`config.mk`:
```
export PLATFORM = sky130hd
export DESIGN_NAME = seq_div32
export DESIGN_NICKNAME = d
export VERILOG_FILES = /design/src/rtl/seq_div32.sv
export SDC_FILE = /design/constraint.sdc
export NUM_CORES = 1
export LEC_CHECK = 0
export CORE_MARGIN = 2
export CORE_UTILIZATION = 40
export CTS_CLUSTER_SIZE = 28
export DETAILED_ROUTE_END_ITERATION = 8
export MAX_ROUTING_LAYER = met4
export SLEW_MARGIN = 10
export SYNTH_ARGS = -nofsm -noshare
export SYNTH_HDL_FRONTEND = slang
export SYNTH_SLANG_ARGS = --single-unit
```
`constraint.sdc`:
```
create_clock -name clk -period 8.6 [get_ports clk]
set_input_delay 1.72 -clock clk [delete_from_list [all_inputs] [get_ports clk]]
set_output_delay 1.72 -clock clk [all_outputs]
set_load 0.1 [all_outputs]
```
`src/rtl/seq_div32.sv`:
```
// Sequential 32-bit signed/unsigned divider: radix-2 restoring, one quotient bit per clock,
// with a fixed latency from the accepted start to the done pulse.
module seq_div32 (
  input  logic        clk,
  input  logic        rst_n,
  input  logic        start,
  input  logic        is_signed,
  input  logic [31:0] a,
  input  logic [31:0] b,
  output logic        busy,
  output logic        done,
  output logic [31:0] quotient,
  output logic [31:0] remainder,
  output logic        div_by_zero
);

  typedef enum logic [1:0] {IDLE, CALC, FIX, DONE} state_t;

  state_t      state_q, state_d;
  logic [31:0] dvd_q, dvd_d;
  logic [31:0] dvs_q, dvs_d;
  logic [31:0] rem_q, rem_d;
  logic [5:0]  cnt_q, cnt_d;
  logic        neg_quo_q, neg_quo_d;
  logic        neg_rem_q, neg_rem_d;
  logic        dbz_q, dbz_d;
  logic        busy_q, busy_d;
  logic        done_q, done_d;
  logic [31:0] quotient_q, quotient_d;
  logic [31:0] remainder_q, remainder_d;
  logic        div_by_zero_q, div_by_zero_d;

  logic [32:0] shifted;
  logic [31:0] sub;
  logic        fits;
  logic [31:0] abs_a, abs_b;

  always_comb begin
    state_d       = state_q;
    dvd_d         = dvd_q;
    dvs_d         = dvs_q;
    rem_d         = rem_q;
    cnt_d         = cnt_q;
    neg_quo_d     = neg_quo_q;
    neg_rem_d     = neg_rem_q;
    dbz_d         = dbz_q;
    busy_d        = busy_q;
    done_d        = done_q;
    quotient_d    = quotient_q;
    remainder_d   = remainder_q;
    div_by_zero_d = div_by_zero_q;

    abs_a   = (is_signed && a[31]) ? (~a + 32'd1) : a;
    abs_b   = (is_signed && b[31]) ? (~b + 32'd1) : b;
    // A successful trial subtract always leaves a value below the divisor, so 32 bits suffice.
    shifted = {rem_q, dvd_q[31]};
    fits    = (shifted >= {1'b0, dvs_q});
    sub     = shifted[31:0] - dvs_q;

    case (state_q)
      IDLE: begin
        if (start) begin
          state_d   = CALC;
          dvd_d     = abs_a;
          dvs_d     = abs_b;
          rem_d     = 32'd0;
          cnt_d     = 6'd0;
          neg_quo_d = is_signed && (a[31] ^ b[31]);
          neg_rem_d = is_signed && a[31];
          dbz_d     = (b == 32'd0);
          busy_d    = 1'b1;
        end
      end
      CALC: begin
        rem_d = fits ? sub : shifted[31:0];
        dvd_d = {dvd_q[30:0], fits};
        cnt_d = cnt_q + 6'd1;
        if (cnt_q == 6'd31) state_d = FIX;
      end
      FIX: begin
        // With a zero divisor the remainder path yields |a|, which re-signs back to the raw a.
        quotient_d    = dbz_q ? 32'hFFFF_FFFF : (neg_quo_q ? (~dvd_q + 32'd1) : dvd_q);
        remainder_d   = neg_rem_q ? (~rem_q + 32'd1) : rem_q;
        div_by_zero_d = dbz_q;
        busy_d        = 1'b0;
        done_d        = 1'b1;
        state_d       = DONE;
      end
      DONE: begin
        done_d  = 1'b0;
        state_d = IDLE;
      end
      default: state_d = IDLE;
    endcase
  end

  always_ff @(posedge clk or negedge rst_n) begin
    if (!rst_n) begin
      state_q       <= IDLE;
      dvd_q         <= 32'd0;
      dvs_q         <= 32'd0;
      rem_q         <= 32'd0;
      cnt_q         <= 6'd0;
      neg_quo_q     <= 1'b0;
      neg_rem_q     <= 1'b0;
      dbz_q         <= 1'b0;
      busy_q        <= 1'b0;
      done_q        <= 1'b0;
      quotient_q    <= 32'd0;
      remainder_q   <= 32'd0;
      div_by_zero_q <= 1'b0;
    end else begin
      state_q       <= state_d;
      dvd_q         <= dvd_d;
      dvs_q         <= dvs_d;
      rem_q         <= rem_d;
      cnt_q         <= cnt_d;
      neg_quo_q     <= neg_quo_d;
      neg_rem_q     <= neg_rem_d;
      dbz_q         <= dbz_d;
      busy_q        <= busy_d;
      done_q        <= done_d;
      quotient_q    <= quotient_d;
      remainder_q   <= remainder_d;
      div_by_zero_q <= div_by_zero_d;
    end
  end

  assign busy        = busy_q;
  assign done        = done_q;
  assign quotient    = quotient_q;
  assign remainder   = remainder_q;
  assign div_by_zero = div_by_zero_q;

endmodule
```
==> results of run 1 <==
==> critical path, cell delays in order <==
cell	delay [ns]
clkdlybuf4s50_1	0.45
nor4_1	0.56
and4_1	0.33
or3b_2	0.51
nor3_1	0.31
nand2_1	0.17
o41ai_1	0.31
xor2_1	0.16
o21ai_0	0.08
==> worst max path at each step <==
stage,startpoint,endpoint
floorplan,b[6],dvs_q[27]
global placement,b[5],dvs_q[27]
detailed placement,b[6],dvs_q[27]
CTS,b[6],dvs_q[27]
global route,b[5],dvs_q[27]
finish,b[5],dvs_q[27]
==> sequential cells by signal, summed over array words and instances (netlist names), 2 cells and up <==
signal and count:
cnt_q 6, dvd_q 32, dvs_q 32, quotient 32, rem_q 32, remainder 32
state_q 2
==> synthesized netlist by cell type (26+ instances only) <==
cell	number	area, µm²
nand2_1	149	559
a21oi_1	105	526
ha_1	41	513
clkbuf_1	68	255
o31ai_1	31	233
dfrtp_1	174	4350
a22oi_1	26	195
o21ai_0	122	611
xnor2_1	60	526
nor2_1	118	443
nand3_1	26	130
xor2_1	79	692
inv_1	55	206
==> kinds of logic (layout without fill, tap and decap cells) <==
logic type / Yosys count / in the layout
AO/OA/AOI/OAI: 413 / 413
XOR/XNOR: 139 / 139
adder cells (fa/ha/maj): 42 / 42
buffers and inverters: 132 / 228
flip-flops: 174 / 174
multiplexers: 14 / 14
AND/OR/NAND/NOR: 442 / 442
==> layer usage <==
layer / wire length (µm) / global-route usage [%] / part of all wire [%] / vias to the layer above
met2: 12800 / 29.1 / 41 / 264
met4: 328 / 4.48 / 1.0 / 0
met1: 16700 / 33.6 / 53 / 4845
met5: 0 / - / 0 / -
li1: - / - / - / 5037
met3: 1690 / 3.07 / 5.3 / 18
==> through the flow <==
stage | instance area (µm²) | util [%] | std cells | hold slack (ns) | setup WS [ns]
finish | 13700 | 48.0 | 1836 | 0.482 | 4.28
detailed placement | 13100 | 46.1 | 1806 | 0.472 | 3.82
global route | 13700 | 48.0 | 1836 | 0.514 | 4.05
floorplan | 11500 | - | 1356 | 0.450 | 4.67
global placement | 13100 | 46.1 | 1806 | 0.461 | 3.89
CTS | 13700 | 48.0 | 1836 | 0.487 | 4.29
==> final cells by class <==
class | count | area [µm²] | area share (%)
multi-input combinational | 1050 | 6670 | 48.8
clock buffer | 18 | 429 | 3.14
sequential | 174 | 4350 | 31.9
tap | 384 | 480 | 3.52
timing repair buffer | 143 | 1410 | 10.3
inverter | 55 | 206 | 1.51
clock inverter | 12 | 114 | 0.833
==> results.json, run 1 <==
{
  "cts_made_buffers": 17,
  "slew-limit-headroom_pct": 25.2,
  "worstHoldStart": "dvs_q[3]",
  "hold_class": "reg -> reg",
  "hold_end": "dvs_q[3]",
  "crit_required_ns": 8.90,
  "reg2reg_depth": 12,
  "synth_compound_area_share_pct": 22.8,
  "tns_ns": 0,
  "clock-root-buffer": "clkbuf_16",
  "period_share_pct": 50.3,
  "num-nets-final": 1551,
  "antenna_found_initial": 0,
  "syn_nets": 1466,
  "fmax_mhz": 231,
  "final_common_cell": "dfrtp_1",
  "worstPathMaxFanout": 4,
  "holdBufCountCts": 0,
  "rsz0062_at_grt": "false",
  "clock-sinks": 174,
  "synth-seq-area-share_pct": 37.9,
  "maxCapViolations": 0,
  "grt_util_all_layers_pct": 21.5,
  "crit_path_end_kind": "flip-flop",
  "hold_depth": 2,
  "diodes": 0,
  "synth_area_um2": 11500,
  "r2r_start": "dvd_q[31]",
  "wl_per_cell_um": 17.2,
  "clockBufferDepth": 2,
  "dieArea_um2": 30100,
  "synth_xor_area_share_pct": 10.6,
  "dr.pass1.iters": 5,
  "layout_common_cells": "174 x dfrtp_1, 148 x nand2_1, 133 x clkdlybuf4s50_1",
  "vias_per_cell": 5.54,
  "fill_cells": 2753,
  "post-route-drc-count": 0,
  "cts_tree": "built",
  "wirelength_um": 31500,
  "synth-simple-area-share_pct": 18.4,
  "overflow": 0,
  "ant_nets": 0,
  "clk_pin_slew_ns": 0.07,
  "finalHoldViolations": 0,
  "postCtsSetupBuffers": 0,
  "die_w_um": 173,
  "rows": 62,
  "grt_max_degree": 105,
  "start_kind": "input port",
  "arrival_ns": 4.62,
  "grt_pass1_vias": 9288,
  "dieHeight_um": 173,
  "hpwl_um": 23200,
  "core_um2": 28500,
  "grt_pass1_wl_um": 50800,
  "clock_skew_ns": 0.00770,
  "min_period_ns": 4.32,
  "vias": 10200,
  "area_growth_pct": 19.0,
  "start_util_pct": 40.3,
  "htreeDepth": 4,
  "ys.flop_type": "dfrtp_1",
  "io_pins": 135,
  "synth_fa_ha_area_share_pct": 4.64,
  "ys_warn_count": 0,
  "drt-initial-drc-count": 763,
  "synth-edff-count": 0,
  "numPortBuffers": 134,
  "yosysUniqueCellTypes": 66,
  "r2r_end": "rem_q[26]",
  "setup_violations": 0,
  "reg2reg_setup_slack_ns": 4.55,
  "synthArstFlopShare_pct": 100,
  "worst_pin_slew_ns": 1.12,
  "cts_resized": 0,
  "path_class": "in -> reg",
  "synth.area.mux_share_pct": 1.32,
  "clock_latency_ns": 0.43,
  "synth_seq_cells": 174,
  "syn_inst": 1356,
  "synth_top_family_by_area": "compound AO/OA/AOI/OAI gates",
  "drive_above_1_share_pct": 4.96,
  "outcome": "finished clean",
  "slew_viol_final": 0,
  "syn_area_per_cell_um2": 8.47,
  "gp_congestion": 0.927
}
Power of run 1 is left out: the tool's default activity adds up to more than one toggle a clock period on the data nets, which glitch-free logic cannot reach.
==> run 2: changes to the inputs <==
- clock period: 8.6 -> 4.1 ns (I/O delays scaled with it)
==> run 2 against run 1 <==
  * Cell count up 0.76%
  * Register-to-register slack worse by 3.9 ns
  * Critical path depth unchanged
==> results.json, run 2 (same netlist as run 1, synthesis figures left out) <==
{
  "outcome": "finished clean",
  "grt_util_all_layers_pct": 21.7,
  "post-route-drc-count": 0,
  "dr.pass1.iters": 5,
  "start_util_pct": 40.3,
  "r2r_end": "rem_q[31]",
  "area_growth_pct": 20.5,
  "maxCapViolations": 0,
  "grt_max_degree": 88,
  "finalHoldViolations": 0,
  "cpLargestDelayFamily": "compound AO/OA/AOI/OAI gates",
  "vias": 10200,
  "num-nets-final": 1564,
  "ant_nets": 0,
  "worstPathMaxFanout": 8,
  "final_common_cell": "dfrtp_1",
  "wirelength_um": 31700,
  "cts_resized": 0,
  "pre_cts_ws_ns": 0.285,
  "finalInstanceArea_um2": 13800,
  "dieHeight_um": 173,
  "numPortBuffers": 134,
  "clk_pin_slew_ns": 0.07,
  "r2r_start": "rem_q[15]",
  "arrival_ns": 3.77,
  "period_share_pct": 83.8,
  "clock-sinks": 174,
  "whs_ns": 0.409,
  "clock_latency_ns": 0.45,
  "min_period_ns": 3.44,
  "overflow": 0,
  "worst-path-stages": 9,
  "worst_pin_slew_ns": 1.12,
  "slew-limit-headroom_pct": 25.0,
  "fmax_mhz": 291,
  "startpoint": "rem_q[15]",
  "vias_per_cell": 5.51,
  "wl_per_cell_um": 17.1,
  "crit_path_end_kind": "flip-flop",
  "crit_path_max_incr_delay_ns": 0.69,
  "path_buf_inv": 0,
  "hpwl_um": 23900,
  "timing.critical_path.to": "rem_q[31]",
  "diodes": 0,
  "grt_pass1_vias": 9182,
  "dieArea_um2": 30100,
  "reg2reg_setup_slack_ns": 0.66,
  "grt_pass1_wl_um": 50900,
  "tns_ns": 0,
  "fin_ws_ns": 0.664,
  "crit_required_ns": 4.44,
  "drt-initial-drc-count": 885,
  "path_cells": "ha_1 > nand4_1 > or2_2 > a21oi_1 > o21ai_0 > a2111oi_0 > nor3_1 > or3b_2 > a21o_1",
  "clock-root-buffer": "clkbuf_16",
  "hold_class": "in -> async",
  "die_w_um": 173,
  "core_um2": 28500,
  "setup_violations": 0,
  "path_class": "reg -> reg",
  "clockBufferDepth": 2,
  "postCtsSetupBuffers": 0,
  "cts_tree": "built",
  "io_pins": 135,
  "postPlaceCellArea_um2": 13200,
  "clock_skew_ns": 0.0159,
  "drive_above_1_share_pct": 5.87,
  "slew_viol_final": 0,
  "rows": 62,
  "gp_congestion": 0.935,
  "holdBufCountCts": 0,
  "rsz0062_at_grt": "false",
  "antenna_found_initial": 1,
  "start_kind": "flip-flop",
  "cts_made_buffers": 17,
  "slowest_stage": "a2111oi_0",
  "reg2reg_depth": 9,
  "htreeDepth": 4,
  "layout_common_cells": "174 x dfrtp_1, 148 x nand2_1, 133 x clkdlybuf4s50_1"
}
-- run 2: cell types whose count changed in the layout (fill, tap and decap cells not counted), sizes merged --
| cell | change |
|---|---|
| clkinvlp | -2 |
| inv | +4 |
| clkinv | -3 |
| buf | +13 |
| bufinv | +2 |
-- run 2: final cells by class --
cell class | instances | area, µm²
fillers | 2780 | 14600
clock inverters | 13 | 178
flip-flops and latches | 174 | 4350
clock buffers | 18 | 429
repair buffers | 156 | 1520
multi-input cells | 1050 | 6670
inverters | 55 | 206
well taps | 384 | 480
-- run 2: metrics by stage --
stage | cells | util (%)
2_1_floorplan | 1356 | -
3_3_place_gp | 1819 | 46.5
3_5_place_dp | 1819 | 46.5
4_1_cts | 1850 | 48.6
5_1_grt | 1850 | 48.6
6_report | 1850 | 48.6
-- run 2: how the worst min path moves through the flow --
stage	to	slack [ns]
global route	dvd_q[28]	0.49
global placement	dvs_q[2]	0.46
detailed placement	dvs_q[8]	0.47
CTS	dvd_q[28]	0.48
finish	dvd_q[28]	0.41
floorplan	dvs_q[10]	0.45
-- run 2: routing by layer --
metal	global-route usage, %	wire length (µm)
met1	34.4	16800
met2	28.2	12600
met3	3.60	1960
met4	5.23	393
met5	-	0
Power of run 2 is left out for the same reason.
